## config.mk

```make
export PLATFORM = sky130hd
export DESIGN_NAME = sync_fifo_ovr_flat
export DESIGN_NICKNAME = d
export VERILOG_FILES = /design/src/rtl/sync_fifo_ovr_if.sv /design/src/rtl/sync_fifo_ovr.sv /design/src/flat_wrapper.sv
export SDC_FILE = /design/constraint.sdc
export NUM_CORES = 1
export LEC_CHECK = 0
export ABC_AREA = 1
export BUFFER_PORTS_ARGS = -buffer_cell sky130_fd_sc_hd__clkbuf_2
export CORE_MARGIN = 1
export CORE_UTILIZATION = 47
export CTS_CLUSTER_DIAMETER = 120
export DETAILED_ROUTE_END_ITERATION = 7
export PLACE_DENSITY = 0.69
export SYNTH_ARGS = -nofsm -noshare
export SYNTH_HDL_FRONTEND = slang
export SYNTH_SLANG_ARGS = --single-unit
```

## constraint.sdc

```tcl
create_clock -name clk -period 1.9 [get_ports clk]
set_input_delay 0.095 -clock clk [delete_from_list [all_inputs] [get_ports clk]]
set_output_delay 0.095 -clock clk [all_outputs]
set_load 0.005 [all_outputs]
```

## src/rtl/sync_fifo_ovr_if.sv

```systemverilog
// Producer/consumer bundle for sync_fifo_ovr. The master side drives the
// write/read requests, and the slave side (the FIFO) returns data and status.
interface sync_fifo_ovr_if #(
  parameter int DATA_WIDTH = 8,
  parameter int DEPTH      = 4
);
  localparam int CNT_W = $clog2(DEPTH) + 1;

  logic [DATA_WIDTH-1:0] din;
  logic                  wr;
  logic                  rd;
  logic                  clr_err;
  logic [DATA_WIDTH-1:0] dout;
  logic [CNT_W-1:0]      count;
  logic                  full;
  logic                  empty;
  logic                  almost_full;
  logic                  overflow;
  logic                  underflow;

  modport master (
    output din, wr, rd, clr_err,
    input  dout, count, full, empty, almost_full, overflow, underflow
  );

  modport slave (
    input  din, wr, rd, clr_err,
    output dout, count, full, empty, almost_full, overflow, underflow
  );
endinterface

```

## src/rtl/sync_fifo_ovr.sv

```systemverilog
// Single-clock first-word-fall-through FIFO with occupancy count, almost-full
// threshold, sticky overflow/underflow flags and optional overwrite-oldest on full.
module sync_fifo_ovr #(
  parameter int DATA_WIDTH = 8,
  parameter int DEPTH      = 4,
  parameter int AF_LEVEL   = DEPTH - 1,
  parameter bit OVERWRITE  = 1'b0
) (
  input  logic           clk,
  input  logic           resetn,
  sync_fifo_ovr_if.slave bus
);
  localparam int PTR_W = $clog2(DEPTH);
  localparam int CNT_W = PTR_W + 1;
  localparam logic [CNT_W-1:0] DEPTH_C = CNT_W'(DEPTH);
  localparam logic [CNT_W-1:0] AF_C    = CNT_W'(AF_LEVEL);

  logic [DATA_WIDTH-1:0] mem_r [DEPTH];
  logic [PTR_W-1:0]      wr_ptr_r;
  logic [PTR_W-1:0]      rd_ptr_r;
  logic [CNT_W-1:0]      count_r;
  logic                  full_r;
  logic                  empty_r;
  logic                  af_r;
  logic                  ovf_r;
  logic                  unf_r;

  logic                  wr_fire_s;
  logic                  rd_fire_s;
  logic                  ovf_ev_s;
  logic                  unf_ev_s;
  logic [CNT_W-1:0]      count_nxt_s;

  // Decide which side of the FIFO moves this cycle and the resulting occupancy.
  always_comb begin
    wr_fire_s   = 1'b0;
    rd_fire_s   = 1'b0;
    ovf_ev_s    = 1'b0;
    unf_ev_s    = 1'b0;
    count_nxt_s = count_r;
    case ({bus.wr, bus.rd})
      2'b10: begin
        if (!full_r) begin
          wr_fire_s   = 1'b1;
          count_nxt_s = count_r + 1'b1;
        end else begin
          ovf_ev_s = 1'b1;
          // Overwrite mode advances both pointers so the oldest entry drops out.
          if (OVERWRITE) begin
            wr_fire_s = 1'b1;
            rd_fire_s = 1'b1;
          end else begin
            wr_fire_s = 1'b0;
          end
        end
      end
      2'b01: begin
        if (!empty_r) begin
          rd_fire_s   = 1'b1;
          count_nxt_s = count_r - 1'b1;
        end else begin
          unf_ev_s = 1'b1;
        end
      end
      2'b11: begin
        if (!empty_r) begin
          wr_fire_s = 1'b1;
          rd_fire_s = 1'b1;
        end else begin
          wr_fire_s   = 1'b1;
          unf_ev_s    = 1'b1;
          count_nxt_s = count_r + 1'b1;
        end
      end
      default: begin
        count_nxt_s = count_r;
      end
    endcase
  end

  // Storage, pointers, count and status flags; flags are registered from next count.
  always_ff @(posedge clk) begin
    if (!resetn) begin
      for (int i = 0; i < DEPTH; i++) begin
        mem_r[i] <= '0;
      end
      wr_ptr_r <= '0;
      rd_ptr_r <= '0;
      count_r  <= '0;
      full_r   <= 1'b0;
      empty_r  <= 1'b1;
      af_r     <= 1'b0;
      ovf_r    <= 1'b0;
      unf_r    <= 1'b0;
    end else begin
      if (wr_fire_s) begin
        mem_r[wr_ptr_r] <= bus.din;
        wr_ptr_r        <= wr_ptr_r + 1'b1;
      end
      if (rd_fire_s) begin
        rd_ptr_r <= rd_ptr_r + 1'b1;
      end
      count_r <= count_nxt_s;
      full_r  <= (count_nxt_s == DEPTH_C);
      empty_r <= (count_nxt_s == {CNT_W{1'b0}});
      af_r    <= (count_nxt_s >= AF_C);
      // A new error in the same cycle as clr_err keeps the flag set.
      ovf_r   <= ovf_ev_s | (ovf_r & ~bus.clr_err);
      unf_r   <= unf_ev_s | (unf_r & ~bus.clr_err);
    end
  end

  assign bus.dout        = mem_r[rd_ptr_r];
  assign bus.count       = count_r;
  assign bus.full        = full_r;
  assign bus.empty       = empty_r;
  assign bus.almost_full = af_r;
  assign bus.overflow    = ovf_r;
  assign bus.underflow   = unf_r;
endmodule

```

## src/flat_wrapper.sv

```systemverilog
// flat-port wrapper written by rule: the top's interface ports become plain ports
module sync_fifo_ovr_flat 
#(
  parameter int DATA_WIDTH = 8,
  parameter int DEPTH      = 4,
  parameter int AF_LEVEL   = DEPTH - 1,
  parameter bit OVERWRITE  = 1'b0
)
  (clk, resetn, bus_din, bus_wr, bus_rd, bus_clr_err, bus_dout, bus_count, bus_full, bus_empty, bus_almost_full, bus_overflow, bus_underflow);
  sync_fifo_ovr_if #(.DATA_WIDTH(DATA_WIDTH), .DEPTH(DEPTH)) bus_i ();
  input  logic clk;
  input  logic resetn;
  input wire logic [$bits(bus_i.din)-1:0] bus_din;
  input wire logic [$bits(bus_i.wr)-1:0] bus_wr;
  input wire logic [$bits(bus_i.rd)-1:0] bus_rd;
  input wire logic [$bits(bus_i.clr_err)-1:0] bus_clr_err;
  output wire logic [$bits(bus_i.dout)-1:0] bus_dout;
  output wire logic [$bits(bus_i.count)-1:0] bus_count;
  output wire logic [$bits(bus_i.full)-1:0] bus_full;
  output wire logic [$bits(bus_i.empty)-1:0] bus_empty;
  output wire logic [$bits(bus_i.almost_full)-1:0] bus_almost_full;
  output wire logic [$bits(bus_i.overflow)-1:0] bus_overflow;
  output wire logic [$bits(bus_i.underflow)-1:0] bus_underflow;
  assign bus_i.din = bus_din;
  assign bus_i.wr = bus_wr;
  assign bus_i.rd = bus_rd;
  assign bus_i.clr_err = bus_clr_err;
  assign bus_dout = bus_i.dout;
  assign bus_count = bus_i.count;
  assign bus_full = bus_i.full;
  assign bus_empty = bus_i.empty;
  assign bus_almost_full = bus_i.almost_full;
  assign bus_overflow = bus_i.overflow;
  assign bus_underflow = bus_i.underflow;
  sync_fifo_ovr #(.DATA_WIDTH(DATA_WIDTH), .DEPTH(DEPTH), .AF_LEVEL(AF_LEVEL), .OVERWRITE(OVERWRITE)) u_core (.clk(clk), .resetn(resetn), .bus(bus_i));
endmodule
```

==> impl_metrics.toml <==
[hold_path]
hold_start = "bus_clr_err"
hold_path_depth = 4
hold_end = "u_core.bus.underflow$_SDFF_PN0_"
hold_class = "in -> reg"

[placed_design]
gp_congestion = 0.8760
dp_hpwl_um = 3185
dp_cells = 304
port_buffers = 28
dpl_worst_slack_ns = 0.3206

[grt]
grt_max_degree = 17
grt_usage_pct = 21.29
grt_first_pass_wirelength_um = 6934
antenna_found_initial = 0
grt_pass1_vias = 1445
grt_overflow = 0

[synthesis]
async_reset_ff_share_pct = 0
synth_top_area_share_pct = 46.86
post-synth-top-area-cell = "edfxtp_1"
synth_area_leaders = "edfxtp_1 47%, dfxtp_1 14%, nor2_1 11%"
syn_nets = 240
synth-seq-area-share_pct = 60.52
synth_common_cells = "62 x nor2_1, 35 x nand2_1, 32 x edfxtp_1"
yosys_warnings = 0
yosys_most_used_dff = "edfxtp_1"
synth.distinct_cells = 21
synth-edff-count = 32
syn_area_per_cell_um2 = 9.114
syn_area_um2 = 2051
yosysMostFrequentCell = "nor2_1"
synth_cells = 225
ys_ff_latch = 46

[layout]
regArea_um2 = 1241
fin_nets = 276
insertedDiodeCount = 0
final_cells = 312
drive_gt1_share_pct = 17.94
multi_input_area_um2 = 685.7
fill_cells = 369
syn_to_final_growth_pct = 16.11

[sta]
slew_viol_final = 0
slew_headroom_pct = 71.90
finalHoldViolations = 0
setup_viol = 0
tns_ns = 0
finalWorstPathRequiredPeriod_ns = 1.584
skew_ns = 0.01539
rsz0062_at_grt = "no"
tightest_slew_ns = 0.4211
finalCritPeriodShare_pct = 83.35
fmax_ghz = 0.6314
setup_slack_ns = 0.3163
hold_ws_ns = 0.04687

[worst_setup_path]
worstPathRequired_ns = 1.87
rrSetupSlack_ns = 0.32
critPathCaptureType = "register"
critPathKind = "reg -> reg"
reg2reg_from = "u_core.bus.full$_SDFF_PN0_"
cp-start-kind = "register"
crit_start = "u_core.bus.full$_SDFF_PN0_"
worstPathArrival_ns = 1.55
crit_fanout = 10
reg2reg_to = "u_core.mem_r[0][7]$_SDFFCE_PN0P_"
r2r_cells = 7

[detailed_routing]
via_count = 1581
routed_wl_um = 4355
first_pass_iters = 4
drc = 0
wl_per_cell_um = 13.96
viasPerCell = 5.067
drt_iter0_drc = 135
ant_nets = 0

[pwr]
power_mw = 2.256
max-vdd-ir-drop_mv = 0.5341
p_leak_nw = 1.099
power_density_nw_per_um2 = 947.4

[clock_tree]
clock_sinks = 46
cts_resized = 0
cts_setup_buffers = 0
numCtsBuffers = 5
root_buffer = "clkbuf_8"
htreeDepth = 2
cts.clk_slew.worst_paths_ns = 0.09
cts.path.max_buffers = 2
hold_buffers = 0
cts_tree = "done"
worstSkewPairLatency_ns = 0.31

[die]
num_rows = 23
die_w_um = 68.06
die-area_um2 = 4631
pin_count = 29
start_util_pct = 50.18
die_y_um = 68.06
core_area_um2 = 4086

[run_status]
status = "finished, final reports clean"

[run]
cap_violations = 0
==> worst max-delay path, cell delays in order, from the launching register on <==
cell and delay [ns]:
dfxtp_1 0.37, nand2_1 0.10, nand2_2 0.08, nor2_4 0.13, inv_4 0.10, nor2_8 0.11
nand2_4 0.09, nand2_1 0.28
==> where the power goes <==
group          internal (mW)  switching, mW
logic                  0.124          0.211
registers               1.15         0.0459
clock network          0.393          0.338
==> cell type report <==
| class | instances | area share (%) |
|---|---|---|
| Sequential cell | 46 | 52.13 |
| Multi-Input combinational cell | 147 | 28.80 |
| Timing Repair Buffer | 32 | 7.147 |
| Inverter | 29 | 4.677 |
| Clock buffer | 6 | 3.048 |
| Tap cell | 50 | 2.627 |
| Clock inverter | 2 | 1.576 |
==> metrics by stage <==
stage          utilization, %  cell area [um^2]
3_3_place_gp            55.57              2271
2_1_floorplan               -              2051
6_report                58.27              2381
5_1_grt                 58.27              2381
3_5_place_dp            55.57              2271
4_1_cts                 58.27              2381
==> state kept, by name (all words and copies together) (netlist names), named ones only <==
| name | flops |
|---|---|
| u_core.bus.almost_full | 1 |
| u_core.bus.count | 3 |
| u_core.bus.empty | 1 |
| u_core.bus.full | 1 |
| u_core.bus.overflow | 1 |
| u_core.bus.underflow | 1 |
| u_core.mem_r | 32 |
| u_core.rd_ptr_r | 2 |
| u_core.wr_ptr_r | 2 |
==> how the worst max path moves through the flow <==
| stage | cells past startpoint | to | slack (ns) |
|---|---|---|---|
| after detailed placement | 7 | u_core.mem_r[0][5]$_SDFFCE_PN0P_ | 0.32 |
| after floorplan | 5 | u_core.mem_r[3][0]$_DFFE_PP_ | 0.25 |
| after CTS | 7 | u_core.mem_r[0][5]$_SDFFCE_PN0P_ | 0.31 |
| final | 7 | u_core.mem_r[0][7]$_SDFFCE_PN0P_ | 0.32 |
| after global placement | 7 | u_core.mem_r[0][5]$_SDFFCE_PN0P_ | 0.38 |
| after global routing | 9 | u_core.bus.full$_SDFF_PN0_ | 0.19 |
==> placed cells by master, fill, tap and decap left out, drive strengths merged <==
| master | synthesis | layout |
|---|---|---|
| nand3 | 10 | 10 |
| o22ai | 8 | 8 |
| o21ai | 18 | 18 |
| a21oi | 4 | 4 |
| dfxtp | 14 | 14 |
| inv | 29 | 29 |
| clkbuf | 2 | 34 |
| edfxtp | 32 | 32 |
| clkinvlp | 0 | 1 |
| ha | 2 | 2 |
| nor2 | 64 | 64 |
| buf | 1 | 4 |
| nand2 | 38 | 38 |
| xor2 | 1 | 1 |
| nand4 | 2 | 2 |
| bufinv | 0 | 1 |
==> routing by layer <==
layer / vias to the layer above / global-route usage (%) / part of all wire, %
met4: 0 / 8.333 / 1.2
li1: 803 / - / -
met2: 52 / 28.68 / 42
met3: 6 / 4.167 / 6.8
met1: 720 / 32.98 / 50
met5: - / 0 / 0
==> kinds of logic after synthesis <==
kind of cell               after synthesis  share of synthesized area [%]
and+or+nand+nor                        114                          23.98
buffers and inverters                   32                          6.040
DFF                                     46                          60.52
xor gates and xnor gates                 1                         0.4272
AOI/OAI and AO/OA                       30                          7.810
adders and majority gates                2                          1.220
No activity file was read; power rests on OpenSTA's default activity.
